`src/rtl/rr_arb_pkg.sv`:
```
// Shared types and the circular first-one search used by the round-robin arbiter.
package rr_arb_pkg;

    typedef enum logic {
        EMPTY = 1'b0,
        FULL  = 1'b1
    } state_e;

    localparam int unsigned MAX_REQ = 16;
    localparam int unsigned MAX_IDW = 4;

    typedef struct packed {
        logic               found;
        logic [MAX_IDW-1:0] idx;
    } pick_t;

    // Scan ptr, ptr+1, ... circularly over n requesters; the wrap is an explicit
    // subtraction so non-power-of-two n never yields an index >= n.
    function automatic pick_t rr_first(input logic [MAX_REQ-1:0] valid,
                                       input logic [MAX_IDW-1:0] ptr,
                                       input int unsigned        n);
        pick_t       r;
        int unsigned s;
        r = '0;
        for (int unsigned k = 0; k < MAX_REQ; k++) begin
            s = {28'd0, ptr} + k;
            if (s >= n) s = s - n;
            if ((k < n) && !r.found && valid[s[MAX_IDW-1:0]]) begin
                r.found = 1'b1;
                r.idx   = s[MAX_IDW-1:0];
            end
        end
        return r;
    endfunction

endpackage

```
`src/rtl/rr_pick.sv`:
```
// Combinational round-robin pick: one-hot grant plus winner index from a priority pointer.
module rr_pick
    import rr_arb_pkg::*;
#(
    parameter int NREQ = 4,
    parameter int IDW  = $clog2(NREQ)
) (
    input  logic [NREQ-1:0] req_valid,
    input  logic [IDW-1:0]  ptr,
    output logic [NREQ-1:0] grant,
    output logic            found,
    output logic [IDW-1:0]  winner
);

    logic [MAX_REQ-1:0] valid_ext;
    logic [MAX_IDW-1:0] ptr_ext;
    pick_t              pick;

    always_comb begin
        valid_ext              = '0;
        valid_ext[NREQ-1:0]    = req_valid;
        ptr_ext                = MAX_IDW'(ptr);
        pick                   = rr_first(valid_ext, ptr_ext, NREQ);
        found                  = pick.found;
        winner                 = IDW'(pick.idx);
        grant                  = '0;
        if (pick.found) grant  = NREQ'(1) << winner;
    end

endmodule

```
`src/rtl/rr_reg_arbiter.sv`:
```
// Round-robin arbiter feeding one enable-flop output register with a valid/ready handshake.
module rr_reg_arbiter
    import rr_arb_pkg::*;
#(
    parameter int NREQ  = 4,
    parameter int WIDTH = 32,
    parameter int IDW   = $clog2(NREQ)
) (
    input  logic                  clk,
    input  logic                  reset_n,
    input  logic [NREQ-1:0]       req_valid,
    input  logic [NREQ*WIDTH-1:0] req_data,
    output logic [NREQ-1:0]       req_ready,
    output logic                  out_valid,
    output logic [WIDTH-1:0]      out_data,
    output logic [IDW-1:0]        out_id,
    input  logic                  out_ready
);

    state_e           state_q, state_d;
    logic [IDW-1:0]   ptr_q, ptr_d;
    logic [WIDTH-1:0] data_q;
    logic [IDW-1:0]   id_q;

    logic [NREQ-1:0]  grant;
    logic             found;
    logic [IDW-1:0]   winner;
    logic             load;
    logic             xfer;

    rr_pick #(
        .NREQ (NREQ),
        .IDW  (IDW)
    ) u_pick (
        .req_valid (req_valid),
        .ptr       (ptr_q),
        .grant     (grant),
        .found     (found),
        .winner    (winner)
    );

    // The register may refill whenever it is empty or is being drained this cycle.
    assign load      = (state_q == EMPTY) | out_ready;
    assign xfer      = load & found;
    assign req_ready = (reset_n & load) ? grant : '0;

    always_comb begin
        state_d = state_q;
        ptr_d   = ptr_q;
        if (load) begin
            if (found) begin
                state_d = FULL;
                ptr_d   = (winner == IDW'(NREQ - 1)) ? '0 : winner + IDW'(1);
            end else begin
                state_d = EMPTY;
            end
        end
    end

    always_ff @(posedge clk or negedge reset_n) begin
        if (!reset_n) begin
            state_q <= EMPTY;
            ptr_q   <= '0;
        end else begin
            state_q <= state_d;
            ptr_q   <= ptr_d;
        end
    end

    always_ff @(posedge clk or negedge reset_n) begin
        if (!reset_n) begin
            data_q <= '0;
            id_q   <= '0;
        end else if (xfer) begin
            data_q <= req_data[winner*WIDTH +: WIDTH];
            id_q   <= winner;
        end
    end

    assign out_valid = (state_q == FULL);
    assign out_data  = data_q;
    assign out_id    = id_q;

endmodule

```
`config.mk`:
```
export PLATFORM = sky130hd
export DESIGN_NAME = rr_reg_arbiter
export DESIGN_NICKNAME = d
export VERILOG_FILES = /design/src/rtl/rr_arb_pkg.sv /design/src/rtl/rr_pick.sv /design/src/rtl/rr_reg_arbiter.sv
export SDC_FILE = /design/constraint.sdc
export NUM_CORES = 1
export LEC_CHECK = 0
export CAP_MARGIN = 20
export CORE_MARGIN = 5
export CORE_UTILIZATION = 39
export CTS_BUF_LIST = sky130_fd_sc_hd__clkbuf_2 sky130_fd_sc_hd__clkbuf_4 sky130_fd_sc_hd__clkbuf_8
export DETAILED_ROUTE_END_ITERATION = 7
export PLACE_DENSITY_LB_ADDON = 0.3
export SYNTH_ARGS = -nofsm -noshare
export SYNTH_HDL_FRONTEND = slang
export SYNTH_SLANG_ARGS = --single-unit
```
`constraint.sdc`:
```
create_clock -name clk -period 4.15 [get_ports clk]
set_clock_uncertainty 0.2 [all_clocks]
set_input_delay 0.83 -clock clk [delete_from_list [all_inputs] [get_ports clk]]
set_output_delay 0.83 -clock clk [all_outputs]
set_load 0.02 [all_outputs]
```
; ---- After elaboration in Yosys (flattened, before gate mapping)
; Cells that the tools add are included.
[word_totals]
in_bits = 135
elab_cells = 54
ff_bits = 37
out_inout_bits = 39
[classes]
n_mux = 20
reduce_logical = 7
n_addsub = 8
n_eq_ne = 1
bitwise_logic = 4
order_cmp = 8
n_shift = 2
[ops]
columns = cell, n
row1 = $shiftx 128x8->32, 1
row2 = $ge 32x3->1 const B, 3
row3 = $mux 4, 6
row4 = $lt 4x5->1 const B, 4
row5 = $mux 5, 4
row6 = $bmux 1 s4, 4
row7 = $sub 4x3->4 const B, 3
row8 = $add 2x2->3 const B, 2
row9 = $mux 1, 5
row10 = $shl 1x2->4 const A, 1
row11 = $sub 2x3->4 const B, 1
row12 = $add 2x1->3 const B, 1
row13 = $ge 2x3->1 const B, 1
row14 = $logic_and 1x1->1, 3
row15 = $logic_not 1->1, 3
row16 = $add 2x1->2 const B, 1
row17 = $and 1x1->1, 2
row18 = $eq 2x2->1 const B, 1
row19 = $mux 2, 1
row20 = $reduce_and 2->1, 1
row21 = $not 1->1, 1
row22 = $or 1x1->1, 1

; ---- Logic depth before layout (Yosys ltp)
[depth]
word_depth = 17
mapped_depth = 13

; ---- Modules after synthesis
; From an unflattened synthesis, not the netlist that was laid out.
[hier_totals]
cells_unflattened = 178
hier_area_um2 = 2597.5
[by_module_without_submodules]
columns = mod, cells_each, n_inst, area_per_inst_um2, seq_area_each_um2
row1 = rr_reg_arbiter, 125, 1, 2192.1, 925.9
row2 = rr_pick, 53, 1, 405.4, 0.0

; ---- Worst setup path after synthesis
; OpenSTA, ideal clock, no wires.
[synth_path]
kind = register to output
startpoint = reg ptr_q[0]
endpoint = out req_ready[2]
t_arrival_ns = 2.846
slack_ns = 0.274
t_required_ns = 3.120
n_path_buf = 2
stages_incl_launch_ff = 11
cell_sequence = dfrtp_1 > buf_6 > inv_1 > ha_1 > mux2_1 > a22oi_1 > nor2_1 > o21ai_1 > o2bb2ai_4 > buf_2 > nor3b_1
[synth_between]
elab_chain_len = 17
[synth_rtl]
columns = element, line
row1 = "start, declared", rr_reg_arbiter.sv:21  ; logic [IDW-1:0] ptr_q, ptr_d;
row2 = "start signal, assigned", rr_reg_arbiter.sv:66  ; ptr_q <= ptr_d;
row3 = "parallel branches: the longest is 13 deep, another holds $ge 32x3->1", --
row4 = $mux 5 (*), rr_arb_pkg.sv:28  ; if ((k < n) && !r.found && valid[s[MAX_IDW-1:0]]) begin
row5 = $shl 1x2->4, rr_pick.sv:27  ; if (pick.found) grant = NREQ'(1) << winner;
row6 = $mux 4 (*), rr_pick.sv:27
row7 = $mux 4 (*), rr_reg_arbiter.sv:45  ; assign req_ready = (reset_n & load) ? grant : '0;
row8 = "end, declared", rr_reg_arbiter.sv:13  ; output logic [NREQ-1:0] req_ready,
; Mark *: on every way between the ends. The select of a mux whose other input is x is not followed.

; ---- Worst setup path in the final report
[layout_path]
startpoint = in req_valid[2]
endpoint = out req_ready[1]
[layout_between]
elab_chain_len = 15
[layout_rtl]
columns = element, line
row1 = "start, declared", rr_reg_arbiter.sv:11  ; input logic [NREQ-1:0] req_valid,
row2 = $bmux 1 s4, rr_arb_pkg.sv:28
row3 = $mux 1 (not written as such), rr_arb_pkg.sv:28
row4 = $mux 5, rr_arb_pkg.sv:28
row5 = $logic_not 1->1, rr_arb_pkg.sv:28
row6 = $logic_and 1x1->1, rr_arb_pkg.sv:28
row7 = $mux 5, rr_arb_pkg.sv:28
row8 = $logic_not 1->1, rr_arb_pkg.sv:28
row9 = $logic_and 1x1->1, rr_arb_pkg.sv:28
row10 = $mux 5, rr_arb_pkg.sv:28
row11 = $logic_not 1->1, rr_arb_pkg.sv:28
row12 = $logic_and 1x1->1, rr_arb_pkg.sv:28
row13 = $mux 5 (*), rr_arb_pkg.sv:28
row14 = $shl 1x2->4, rr_pick.sv:27
row15 = $mux 4 (*), rr_pick.sv:27
row16 = $mux 4 (*), rr_reg_arbiter.sv:45
; Every way passes the cells marked *; elsewhere a longest branch is shown, timed or not. The select of a mux whose other input is x is not followed.

==> impl_results.md <==
* Status: finished, final reports clean
* Worst-Skew Late Latency at ~280 ps
* Hold Path Class: reg2reg
* Setup violators final at 0
* Share of the synthesized area in the top cell type at 0.316
* Post-route ant nets at 0
* DPL Wire Length at approximately 7100 um
* Fin crit share at 0.972
* Worst setup EP type: primary output
* Pin count of the biggest net entering global routing at a little over 40
* CTS Hold Buffers Added at 0
* Cell mode on critical path: buf_4
* R2R depth at 11
* Synthesized area at 2930 um^2
* Die Height at 96.7 um
* Via/cell ratio at 4.87
* CP Max Fanout at 5
* Initial drt markers at 54
* Sequential power share at 0.154
* Initial antenna violation count at 0
* Logic pwr share at 0.775
* Longest Clk Path Bufs at 2
* Number of fill cells at slightly above 600
* CP Launch Type: input port
* Final min period at 4030 ps
* Sw Ratio at 0.415
* Layout area overhead at 65.1%
* Post-CTS Setup Inserts at 0
* H-tree depth at 2
* GRT Residual Overflow at 0
* Hold_sp: out_data[15]
* Clk pwr share at 0.072
* Top cells by area, synth: dfrtp_1, mux2i_1, mux2_4
* Reg2reg start: ptr_q[1]
* Clock-pin slew on the worst setup and hold paths at 70 ps
* Placed cell area at 4740 um^2
* Setup CP Type: in2out
* Required @ worst endpoint at approximately 3100 ps
* Clock sink count at 37
* Slew Viols, Final at 0
* Routed wire length at 8530 um
* Max IR drop VDD at 341 uV
* I/O pins at 174
* Fin Hold WS at 281 ps
* Number of max-cap violations at 0
* Slowest stage cell, crit path: mux4_2
* Syn avg cell area at 10.9 um^2
* Die width at 96.7 um
* Top cells by count, synth: mux2i_1, dfrtp_1, nand2_1, o21ai_1, mux2_4
* Layout cells sized above 1 at 0.173
* Num rows at 31
* Crit path buffers/inverters at 4
* Total power at 4.15 mW
* Worst-Margin Slew at 646 ps
* Via count at 2,646
* Synth async-reset ratio at 1.00
* Ant. Diodes at 0
* DR pass1 iterations at 4
* Syn_nets at a little over 400
* Vias in the first global route at 2,738
* Leading register cell type out of synthesis: dfrtp_1
* Synth Instances at 268
* Unrepaired setup endpoints after global routing: yes
* WL per Instance at about 16 um
* Global placer's final weighted congestion at a little over 0.8
* Fin. Hold Viols at 0
* Final TNS setup at 0 ps
* Design Area, Final at 4840 um^2
* Worst EP arrival at around 3000 ps
* Crit path max-delay family: buffers and inverters
* Inserted Clock Buffers at 5
* Reg2Reg Setup Slack at approximately 780 ps
* Distinct cell type count after synthesis at 39
* Min-Delay Path Depth at 2
* Root Buffer Master: clkbuf_8
* Slew headroom at 0.569
* Power per cell area at 857 nW/um^2
* Core area at 7290 um^2
* Most frequent cell after synthesis: mux2i_1
* Full die area at 9360 um^2
* Synth warnings at 0
* CP max stage delay at 510 ps
* Synth Register Bits at 37
* Net Sw Power at 1.72 mW
* First-pass GRT wire length at 13,800 um
* DRC at 0
* TritonCTS clock tree: built
* Achievable Freq at approximately 250 MHz
* Starting Density at 0.402
* Top cell type by total area after synthesis: dfrtp_1
* Final #Nets at 584
* Hold EP: out_data[15]
* Quantity of I/O buffers inserted on ports at 173
* Total GRT Usage at 0.181
* Internal at 2.43 mW
* Sequential-to-total area share from yosys stat at 0.316
* Worst-path cell chain: clkdlybuf4s50_1 > buf_4 > mux4_2 > o211ai_1 > a2bb2oi_4 > buf_4 > nor3_1 > clkdlybuf4s15_1
* Leak Pwr at between 2 and 2.5 nW
* EDFF count, synth at 0
* R2R Path End: out_data[26]
timing repair:
item                                    4_1_cts  5_1_grt
gates resized for setup                       6        9
pin swaps                                     0        1
endpoints found under the setup margin        4        4
tightest hold or removal path, cell delays in order (launching register included):
cell and delay, ps:
dfrtp_1 350, nand2_1 60, o21ai_2 50
registers in the layout, summed over array words and instances (netlist names):
| register | flops |
|---|---|
| out_data | 32 |
| out_id | 2 |
| ptr_q | 2 |
| out_valid | 1 |
cell type report:
type	instances	area, um^2	area share
Multi-Input combinational cell	208	1840	0.379
Timing Repair Buffer	188	1840	0.379
Sequential cell	37	926	0.191
Tap cell	99	124	0.0256
Clock buffer	5	68.8	0.0142
Clock inverter	2	35.0	0.00723
Inverter	4	15.0	0.00310
layer usage:
metal | up-vias | global-route usage | share of wire | wire (um)
met5 | - | 0 | 0 | 0
met4 | 0 | 0.0529 | 0.020 | 167
met3 | 12 | 0.0482 | 0.066 | 567
met2 | 109 | 0.335 | 0.53 | 4490
met1 | 1203 | 0.201 | 0.39 | 3300
li1 | 1322 | - | - | -
cell families (layout without fill, tap and decap cells):
family,after synthesis,after routing,synth area share
DFF,37,37,0.316
buffers and inverters,23,199,0.0665
adders and majority gates,5,5,0.0213
AOI/OAI and AO/OA,45,45,0.104
muxes,106,106,0.410
and+or+nand+nor,52,52,0.0819
how the worst max path moves through the flow:
stage | end | cells after the start | from | slack [ps]
after global placement | req_ready[3] | 9 | req_valid[0] | -230
after global routing | req_ready[3] | 11 | req_valid[2] | -50
after floorplan | req_ready[2] | 10 | ptr_q[0] | 270
final | req_ready[1] | 8 | req_valid[2] | 120
after detailed placement | req_ready[2] | 8 | req_valid[0] | -320
after CTS | req_ready[3] | 11 | req_valid[2] | 5
per-stage QoR:
| stage | util | instances | worst slack, ps |
|---|---|---|---|
| 2_1_floorplan | - | 268 | 274 |
| 3_3_place_gp | 0.650 | 536 | -233 |
| 3_5_place_dp | 0.650 | 536 | -321 |
| 4_1_cts | 0.665 | 543 | 4.86 |
| 5_1_grt | 0.664 | 543 | -47.2 |
| 6_report | 0.664 | 543 | 116 |
power groups by stage:
stage / logic (mW) / registers (mW) / clock network [mW]
after CTS: 3.26 / 0.642 / 0.308
after detailed placement: 3.26 / 0.648 / 0
final: 3.22 / 0.638 / 0.297
after floorplan: 2.30 / 0.864 / 0
after global placement: 3.19 / 0.642 / 0
after global routing: 3.47 / 0.665 / 0.325
cell usage in the layout, fill, tap and decap left out, drive strengths merged:
cell	Yosys	routed
nand2b	2	2
a2bb2oi	1	1
mux2i	67	67
ha	5	5
buf	11	16
bufinv	0	1
dfrtp	37	37
a21boi	1	1
nand2	36	36
mux4	2	2
clkbuf	6	8
o211ai	1	1
mux2	37	37
or3	1	1
nor2	3	3
clkdlybuf4s15	0	1
nor3b	2	2
nand3b	2	2
o22ai	1	1
and3b	2	2
nor2b	2	2
a211oi	1	1
clkinv	0	1
a22oi	1	1
a31oi	1	1
o2bb2ai	1	1
inv	4	4
clkdlybuf4s50	0	168
o21ai	34	34
o31ai	1	1
nor3	2	2
a21oi	2	2
Power figures use the tool's default switching activity.
